<file path="src/rtl/mem_block_copier.sv">
// mem_block_copier: bus initiator that copies a block of bytes between two
// regions of the 16-bit address space. It takes the bus from the arbiter with
// a request/grant handshake and moves one byte every two cycles: a read cycle
// that captures the combinational read data, then a write cycle.
module mem_block_copier #(
  parameter int LEN_W = 16
) (
  input  logic             clk,
  input  logic             reset,
  input  logic             start,
  input  logic [15:0]      src_addr,
  input  logic [15:0]      dst_addr,
  input  logic [LEN_W-1:0] length,
  output logic             busy,
  output logic             done,
  output logic             bus_req,
  input  logic             bus_grant,
  output logic [15:0]      mem_address,
  output logic [7:0]       mem_data_out,
  input  logic [7:0]       mem_data_in,
  output logic             mem_chip_select,
  output logic             mem_wrt_en
);

  typedef enum logic [2:0] {
    S_IDLE  = 3'd0,
    S_REQ   = 3'd1,
    S_READ  = 3'd2,
    S_WRITE = 3'd3,
    S_DONE  = 3'd4
  } state_t;

  state_t           r_state;
  logic [15:0]      r_src;
  logic [15:0]      r_dst;
  logic [LEN_W-1:0] r_remaining;
  // Data register: holds the captured byte during WRITE and is cleared
  // whenever the write cycle ends, so it doubles as the mem_data_out driver.
  logic [7:0]       r_data;
  logic             r_busy;
  logic             r_done;
  logic             r_bus_req;
  logic             r_cs;
  logic [15:0]      r_addr;

  logic             w_last_byte;
  logic             w_len_zero;

  assign w_last_byte = (r_remaining == LEN_W'(1));
  assign w_len_zero  = (length == {LEN_W{1'b0}});

  assign busy            = r_busy;
  assign done            = r_done;
  assign bus_req         = r_bus_req;
  assign mem_chip_select = r_cs;
  assign mem_address     = r_addr;
  assign mem_data_out    = r_data;
  // Reset gating stops a write at the very edge where reset lands mid-WRITE.
  assign mem_wrt_en      = (r_state == S_WRITE) && !reset;

  // Copy sequencer: state, pointers, count and the registered bus outputs,
  // each output loaded with the value it must show in the next state.
  always_ff @(posedge clk) begin
    if (reset) begin
      r_state     <= S_IDLE;
      r_src       <= 16'd0;
      r_dst       <= 16'd0;
      r_remaining <= {LEN_W{1'b0}};
      r_data      <= 8'd0;
      r_busy      <= 1'b0;
      r_done      <= 1'b0;
      r_bus_req   <= 1'b0;
      r_cs        <= 1'b0;
      r_addr      <= 16'd0;
    end else begin
      case (r_state)
        S_IDLE: begin
          if (start) begin
            if (!w_len_zero) begin
              r_src       <= src_addr;
              r_dst       <= dst_addr;
              r_remaining <= length;
              r_busy      <= 1'b1;
              r_bus_req   <= 1'b1;
              r_state     <= S_REQ;
            end else begin
              // Empty copy: report completion without touching the bus.
              r_done  <= 1'b1;
              r_state <= S_DONE;
            end
          end else begin
            r_state <= S_IDLE;
          end
        end
        S_REQ: begin
          if (bus_grant) begin
            r_cs    <= 1'b1;
            r_addr  <= r_src;
            r_state <= S_READ;
          end else begin
            r_state <= S_REQ;
          end
        end
        S_READ: begin
          // Grant is not rechecked here: a started byte pair always finishes.
          r_data  <= mem_data_in;
          r_addr  <= r_dst;
          r_state <= S_WRITE;
        end
        S_WRITE: begin
          r_src       <= r_src + 16'd1;
          r_dst       <= r_dst + 16'd1;
          r_remaining <= r_remaining - LEN_W'(1);
          r_data      <= 8'd0;
          if (w_last_byte) begin
            r_busy    <= 1'b0;
            r_bus_req <= 1'b0;
            r_cs      <= 1'b0;
            r_addr    <= 16'd0;
            r_done    <= 1'b1;
            r_state   <= S_DONE;
          end else if (bus_grant) begin
            r_addr  <= r_src + 16'd1;
            r_state <= S_READ;
          end else begin
            // Grant lost: park at the byte boundary and re-request.
            r_cs    <= 1'b0;
            r_addr  <= 16'd0;
            r_state <= S_REQ;
          end
        end
        S_DONE: begin
          r_done  <= 1'b0;
          r_state <= S_IDLE;
        end
        default: begin
          r_busy    <= 1'b0;
          r_done    <= 1'b0;
          r_bus_req <= 1'b0;
          r_cs      <= 1'b0;
          r_addr    <= 16'd0;
          r_data    <= 8'd0;
          r_state   <= S_IDLE;
        end
      endcase
    end
  end

endmodule

</file>
<file path="config.mk">
export PLATFORM = sky130hd
export DESIGN_NAME = mem_block_copier
export DESIGN_NICKNAME = d
export VERILOG_FILES = /design/src/rtl/mem_block_copier.sv
export SDC_FILE = /design/constraint.sdc
export NUM_CORES = 1
export LEC_CHECK = 0
export CAP_MARGIN = 40
export CORE_AREA = 2 2 92 94
export CTS_BUF_LIST = sky130_fd_sc_hd__clkbuf_8
export CTS_CLUSTER_SIZE = 12
export DETAILED_ROUTE_END_ITERATION = 10
export DIE_AREA = 0 0 94 96
export GPL_ROUTABILITY_DRIVEN = 0
export PLACE_DENSITY_LB_ADDON = 0.3
export SYNTH_ARGS = -nofsm -noshare
export SYNTH_HDL_FRONTEND = slang
export SYNTH_SLANG_ARGS = --single-unit
</file>
<file path="constraint.sdc">
create_clock -name clk -period 2.9 [get_ports clk]
set_clock_uncertainty 0.1 [all_clocks]
set_input_delay 0.29 -clock clk [delete_from_list [all_inputs] [get_ports clk]]
set_output_delay 0.29 -clock clk [all_outputs]
set_load 0.01 [all_outputs]
</file>
Word-level counts from Yosys, hierarchy flattened:

Index checks and enable logic that the tools add are counted.
W data, S select, Z words.

* memories kept: 0
* output and inout bits: 29
* bits in writable memories: 0
* bits in read-only memories: 0
* register bits after elaboration: 78
* word-level logic and storage cells: 73
* latch bits: 0
* input port bits: 60

* equal/unequal tests: 11
* add/sub/neg operators: 3
* multipliers: 0
* multiplexer cells: 31
* bitwise operators: 4
* shift-type cells: 0
* order comparisons: 0
* reduce and logical (&&, ||, !) cells: 15
* div/mod/pow operators: 0

Operators by type and width (count)
* $mux W16: 9
* $pmux W16 S2: 3
* $pmux W16 S4: 1
* $add A16 B1 Y16 const B: 2
* $eq A16 B1 Y1 const B: 1
* $logic_not A16 Y1: 1
* $pmux W8 S2: 1
* $sub A16 B1 Y16 const B: 1
* $pmux W3 S4: 1
* $ne A2 B2 Y1 const B: 5
* $mux W1: 9
* $mux W3: 3
* $pmux W1 S3: 3
* $reduce_or A3 Y1: 3
* $reduce_and A4 Y1: 2
* $eq A3 B2 Y1 const B: 2
* $reduce_and A3 Y1: 2
* $not A1 Y1: 4
* $reduce_or A2 Y1: 2
* $eq A3 B1 Y1 const B: 1
* $eq A3 B3 Y1 const B: 1
* $logic_not A3 Y1: 1
* $ne A3 B3 Y1 const B: 1
* $mux W2: 1
* 4 further kinds: 4

Longest topological paths before layout:

Gate-level depths: netlist (run 1).

* word-level depth: 4
* mapped depth: 8
* mapped depth without buffers: 7

Least setup slack after synthesis (run 1):

OpenSTA, ideal clock, no wires.

* path type: register -> register
* from: reg r_src[0]
* to: reg r_addr[10], in the netlist mem_address[10]
* path buffers: 1
* data required time: 2.672 ns
* slack: 1.123 ns
* clock period less this slack: 1.777 ns
* arrival time: 1.550 ns
* stages on the path, launching flop included: 8
* setup time: 0.128 ns
* cell sequence: dfxtp_1 -> ha_1 -> and3_1 -> clkbuf_1 -> nand3_1 -> xnor2_1 -> a221oi_1 -> nor2_1

* word-level cells in the longest chain between the ends: 4

RTL lines
* from (decl): line 34 `logic [15:0] r_src;`
* from (signal assigned): line 80 `r_src <= src_addr;`
* from (signal assigned): line 111 `r_src <= r_src + 16'd1;`
* $add A16 B1 Y16: line 123 `r_addr <= r_src + 16'd1;`
* $mux W16: line 122 `end else if (bus_grant) begin`
* $mux W16: line 115 `if (w_last_byte) begin`
* $pmux W16 S4: line 76 `case (r_state)`
* to (signal assigned): line 98 `r_addr <= r_src;`
* to (signal assigned): line 107 `r_addr <= r_dst;`
* to (signal assigned): line 123
* to (decl): line 44 `logic [15:0] r_addr;`

Every way passes these cells.
A chain may end at the register's enable or synchronous reset.

Worst setup path after layout (run 1):

* from: reg r_state[1]
* to: reg r_addr[5], in the netlist mem_address[5]

* word-level cells in the longest chain between the ends: 4
* elaborated cells between the ends (all ways): 10
* classes of those cells: eq/ne (5); mux (1); bitwise (1); reduce/logical (3)

RTL lines
* from (decl): line 33 `state_t r_state;`
* from (signal assigned): line 65 `r_state <= S_IDLE;`
* from (signal assigned): line 85 `r_state <= S_REQ;`
* from (signal assigned): line 89 `r_state <= S_DONE;`
* branches (longest 4 deep; another with $pmux W16 S4)

Several ways; the timed one is not identified.

==> out/results.tsv, run 1 <==
metric	value	unit
grt_max_degree	72	
first_pass_iters	7	
drc	0	
fin_crit	2620	ps
cts_resized	0	
min_path_type	input port to flop	
vias	4973	
synth_edf_count	0	
cts_tree	done	
pin_count	89	
wire_per_inst	17.3	µm
synth_cells	590	
p_leak	2.02	nW
antenna_found_initial	0	
cts_root_buf	clkbuf_8	
synthesis.area	4530	µm²
final-hold-violation-count	0	
initial_core_util	56.2	%
ant_nets	0	
synth_top_area_cell	dfxtp_1	
htreeDepth	3	
synth-warning-count	0	
reg2reg_from	r_state[1]$_SDFF_PP0_	
cts-buffers-inserted	9	
gr-usage-all-layers	29.6	%
vdd_drop_max	0.000320	V
areaGrowthSynthToFinish	25.0	%
crit_type	flop to flop	
synth_seq_cells	78	
clk_pin_slew	90	ps
cts_hold_buf	0	
cts.sinks	78	
synth-main-ff-cell	dfxtp_1	
fin_util	70.3	%
row_count	33	
avgSynthCellArea	7.67	µm²
multi_input_area	2670	µm²
seqCellArea	1560	µm²
synth_fp_nets	654	
power_density	535	nW/µm²
drv_slew	0	
die_x	94	µm
grt_overflow	0	
placed_cell_area	5430	µm²
min-delay-start	reset	
max-slew-margin-rel	40.3	%
cp.required	3090	ps
rsz0062_at_grt	false	
setup_tns	0	ps
insertion_delay	360	ps
via_per_inst	6.49	
start_kind	flop	
dpl_worst_slack	355	ps
fin_crit_sh	90.4	%
cts.path.max_buffers	2	
max_cap_viol_count	0	
antenna_cells	0	
wl	13300	µm
ys_top_cells_by_area	dfxtp_1 (34%), a21oi_1 (7.7%), nand2_1 (6.0%), o21ai_0 (4.5%), nor2_1 (4.1%)	
max_freq	0.382	GHz
grt_pass1_vias	4470	
status	complete, no violations	
setup_viol	0	
drive_above_1_share	7.11	%
crit_path_max_fanout	15	
crit_path_end_kind	flop	
synthArstFlopShare	0	%
grt_pass1_wl	21300	µm
arrival	2810	ps
final_cell_area	5660	µm²
io_buffer_count	88	
nFillCells	638	
die_h	96	µm
startpoint	r_state[1]$_SDFF_PP0_	
die_area	9020	µm²
ys_seq_area_share	34.5	%
design.core.area	8050	µm²
fin_ws	279	ps
drt-initial-drc-count	596	
cts_setup_buffers	0	
hpwl	9340	µm
synth.distinct_cells	61	
final_nets	720	
tightest_slew	895	ps
netlist.area_leader.share	34.5	%
placed cells by master, fill, tap and decap left out, drive strengths merged, types with 7 or more instances in the layout:
master	n
dfxtp	78
a31o	10
o211ai	10
nand4	8
nand3	16
a222oi	7
buf	19
inv	8
a22oi	14
xor2	8
clkdlybuf4s50	87
a211oi	11
a21oi	71
clkbuf	10
nor2	50
nor4	12
o21ai	44
nor3	31
nand2	72
synthesized netlist by cell type (11+ instances only):
cell type and n:
a21oi_1 70, dfxtp_1 78, nor2_1 49, buf_2 17
nand3_1 16, nand2_1 72, clkbuf_1 18, nor4_1 11
o21ai_0 41, nor3_1 31, a22oi_1 14, a211oi_1 11
sequential cells by signal, indices dropped and copies added (netlist names):
signal / cells
r_src: 16
done: 1
mem_chip_select: 1
bus_req: 1
r_state: 3
r_dst: 16
mem_address: 16
mem_data_out: 8
r_remaining: 16
final cells by class:
| class | count | share of cell area [%] |
|---|---|---|
| Clock inverter | 6 | 1.66 |
| Clock buffer | 10 | 2.43 |
| Multi-Input combinational cell | 453 | 47.1 |
| Timing Repair Buffer | 106 | 18.3 |
| Inverter | 8 | 0.531 |
| Sequential cell | 78 | 27.6 |
| Tap cell | 105 | 2.32 |
worst max-delay path, cell delays in order (launching register included):
cell      delay [ps]
dfxtp_1          720
and3b_1          400
nand2_1          180
a21oi_2          700
a222oi_1         260
o21ai_0          210
cells by family after synthesis:
family / after synthesis / synth area share, %
XOR/XNOR: 14 / 2.71
AO/OA/AOI/OAI: 216 / 31.6
AND/OR/NAND/NOR: 219 / 23.3
buffers and inverters: 59 / 6.77
flip-flops: 78 / 34.5
adder cells (fa/ha/maj): 4 / 1.11
layer usage:
| layer | track usage (%) | wire, µm | up-vias | part of all wire, % |
|---|---|---|---|---|
| met5 | 0 | 0 | - | 0 |
| li1 | - | - | 2333 | - |
| met1 | 38.8 | 5280 | 2275 | 40 |
| met2 | 47.7 | 6150 | 315 | 46 |
| met3 | 5.40 | 1340 | 50 | 10 |
| met4 | 13.5 | 482 | 0 | 3.6 |
path summary, 6_finish.rpt:
check                                                    end  slack (ps)  cells after the start
worst max register to register   mem_address[5]$_SDFFE_PP0P_         280                      5
worst max-delay path             mem_address[5]$_SDFFE_PP0P_         280                      5
worst min register to register   mem_address[3]$_SDFFE_PP0P_         360                      2
worst min-delay path            mem_chip_select$_SDFFE_PP0P_          90                      2
stage by stage:
| step | hold slack, ps | cells | total power [mW] |
|---|---|---|---|
| after global routing | 79.5 | 766 | 3.17 |
| after CTS | 71.4 | 766 | 3.02 |
| final | 86.6 | 766 | 3.03 |
| after global placement | 335 | 750 | 2.06 |
| after detailed placement | 344 | 750 | 2.08 |
| after floorplan | 342 | 590 | 1.81 |
report_power, final:
part           total (mW)  internal [mW]  leakage (nW)  switching [mW]
clock               0.938          0.514         0.113           0.424
combinational       0.776          0.342          1.27           0.434
sequential           1.31           1.17         0.638           0.141
(Power assumes the default switching activity.)
==> run 2, diff against run 1 <==
--- a/config.mk
+++ b/config.mk
@@ -5,13 +5,15 @@
 export SDC_FILE = /design/constraint.sdc
 export NUM_CORES = 1
 export LEC_CHECK = 0
+export ABC_AREA = 1
 export CAP_MARGIN = 40
-export CORE_AREA = 2 2 92 94
+export CORE_AREA = 2 2 94 96
 export CTS_BUF_LIST = sky130_fd_sc_hd__clkbuf_8
 export CTS_CLUSTER_SIZE = 12
 export DETAILED_ROUTE_END_ITERATION = 10
-export DIE_AREA = 0 0 94 96
+export DIE_AREA = 0 0 96 98
 export GPL_ROUTABILITY_DRIVEN = 0
+export MAX_ROUTING_LAYER = met4
 export PLACE_DENSITY_LB_ADDON = 0.3
 export SYNTH_ARGS = -nofsm -noshare
 export SYNTH_HDL_FRONTEND = slang
==> run 2 against run 1 <==
  * Synthesized area grew 5.7%
  * Final cell count grew 25%
  * Power increased by 1.5%
  * Critical path depth decreased by 1
  * Die area increased by 4.3%
  * Combinational power rose by 15%
  * Routed wire length grew 7.1%
  * Sequential power is essentially flat
  * Highest routed layer unchanged
==> out/results.tsv, run 2 <==
metric	value	unit
row_count	34	
ys_seq_area_share	32.6	%
max-slew-margin-rel	40.6	%
cts-buffers-inserted	9	
cts.path.max_buffers	2	
htreeDepth	3	
cts_resized	0	
tightest_slew	889	ps
antenna_found_initial	0	
die_x	96	µm
cts_tree	done	
clk_pin_slew	80	ps
synth_fp_nets	834	
crit_chain	inv_1 > nand3_2 > nor2_1 > clkdlybuf4s50_1	
nFillCells	751	
drive_above_1_share	5.30	%
drc	0	
arrival	2030	ps
max_freq	0.413	GHz
final-hold-violation-count	0	
final_nets	908	
hpwl	10100	µm
drt-initial-drc-count	521	
synth-warning-count	0	
synthArstFlopShare	0	%
cp.required	2510	ps
wire_per_inst	14.8	µm
setup_viol	0	
start_kind	flop	
status	complete, no violations	
p_leak	2.35	nW
grt_overflow	0	
power_density	520	nW/µm²
insertion_delay	370	ps
initial_core_util	56.5	%
ys_top_cells_by_area	dfxtp_1 (33%), nand2_1 (16%), a21oi_1 (8.5%), nor2_1 (7.8%), o21ai_0 (7.1%)	
synth_edf_count	0	
netlist.area_leader.share	32.6	%
cts.sinks	78	
final_common_cell	nand2_1	
synth_common_cells	nand2_1 (207), nor2_1 (100), a21oi_1 (81)	
layout_common_cells	nand2_1 (207), nor2_1 (100), clkdlybuf4s50_1 (88)	
synth_seq_cells	78	
critPathMaxStageDelay	560	ps
die_area	9410	µm²
fin_ws	479	ps
crit_path_end_kind	output pin	
die_h	98	µm
gr-usage-all-layers	32.2	%
ant_nets	0	
dpl_worst_slack	477	ps
grt_max_degree	44	
wl	14200	µm
pin_count	89	
grt_pass1_vias	5427	
yosysMostFrequentCell	nand2_1	
synthesis.area	4790	µm²
rsz0062_at_grt	false	
holdWs	366	ps
via_per_inst	5.80	
setup_tns	0	ps
cts_hold_buf	0	
vdd_drop_max	0.000251	V
fin_crit_sh	83.5	%
io_buffer_count	88	
grt_pass1_wl	23600	µm
power	3.07	mW
synth.distinct_cells	34	
fin_crit	2420	ps
crit_slowest_cell	clkdlybuf4s50_1	
synth_top_area_cell	dfxtp_1	
antenna_cells	0	
cts_root_buf	clkbuf_8	
avgSynthCellArea	6.22	µm²
crit_path_max_fanout	13	
synth-main-ff-cell	dfxtp_1	
areaGrowthSynthToFinish	23.2	%
max_cap_viol_count	0	
cts_setup_buffers	0	
vias	5552	
design.core.area	8470	µm²
fin_util	69.7	%
synth_cells	770	
drv_slew	0	
min_path_type	flop to flop	
first_pass_iters	5	
crit_type	flop to output pin	
[run 2: cell count changes in the layout (fill, tap and decap cells not counted), moves of 14 or more]
cell / previous run / this run
o21ai_0: 41 / 68
nand2_1: 72 / 207
nand3_1: 16 / 46
inv_1: 7 / 65
a22oi_1: 14 / 0
nor3_1: 31 / 7
nor2_1: 49 / 100
[run 2: kinds of logic (layout without fill, tap and decap cells)]
logic type | count (synthesis) | after routing | synth area share, %
DFF | 78 | 78 | 32.6
muxes | 1 | 1 | 0.209
and+or+nand+nor | 392 | 392 | 34.9
xor gates and xnor gates | 10 | 10 | 1.83
AOI/OAI and AO/OA | 179 | 179 | 19.3
adders and majority gates | 4 | 4 | 1.05
buffers and inverters | 106 | 185 | 10.1
[run 2: report_power, final]
group	switching (mW)	internal [mW]
Clock	0.439	0.426
Combinational	0.547	0.345
Sequential	0.124	1.19
Total	1.11	1.96
[run 2: layout make-up]
cell class                 count  area [µm²]  area share, %
tap                          108         135           2.29
clock buffer                  10         138           2.33
clock inverter                 6        68.8           1.17
timing repair buffer          98         988           16.8
multi-input combinational    586        2740           46.5
sequential                    78        1560           26.5
inverter                      71         267           4.52
[run 2: final timing paths]
kind         slack [ps]  cells past startpoint                        start                           to
max                 480                      4        r_state[2]$_SDFF_PP0_                   mem_wrt_en
min                 370                      2  mem_address[2]$_SDFFE_PP0P_  mem_address[2]$_SDFFE_PP0P_
min reg2reg         370                      2  mem_address[2]$_SDFFE_PP0P_  mem_address[2]$_SDFFE_PP0P_
max reg2reg         500                      7        r_state[2]$_SDFF_PP0_       r_src[10]$_SDFFE_PP0P_
[run 2: worst max-delay path: cells and delay by family (launching register included)]
| family | cells | cell delay [ps] |
|---|---|---|
| buffers and inverters | 2 | 730 |
| flip-flops | 1 | 390 |
| AND/OR/NAND/NOR | 2 | 550 |
[run 2: stage by stage]
| step | cell area (µm²) | std cells |
|---|---|---|
| after floorplan | 4790 | 770 |
| after detailed placement | 5690 | 941 |
| final | 5900 | 957 |
| after global routing | 5900 | 957 |
| after global placement | 5670 | 940 |
| after CTS | 5900 | 957 |
[run 2: metal layers]
| metal | up-vias | global-route usage (%) | part of all wire, % |
|---|---|---|---|
| li1 | 2662 | - | - |
| met1 | 2508 | 36.6 | 39 |
| met2 | 306 | 52.7 | 47 |
| met3 | 76 | 5.17 | 8.8 |
| met4 | 0 | 18.7 | 5.3 |
| met5 | - | - | 0 |
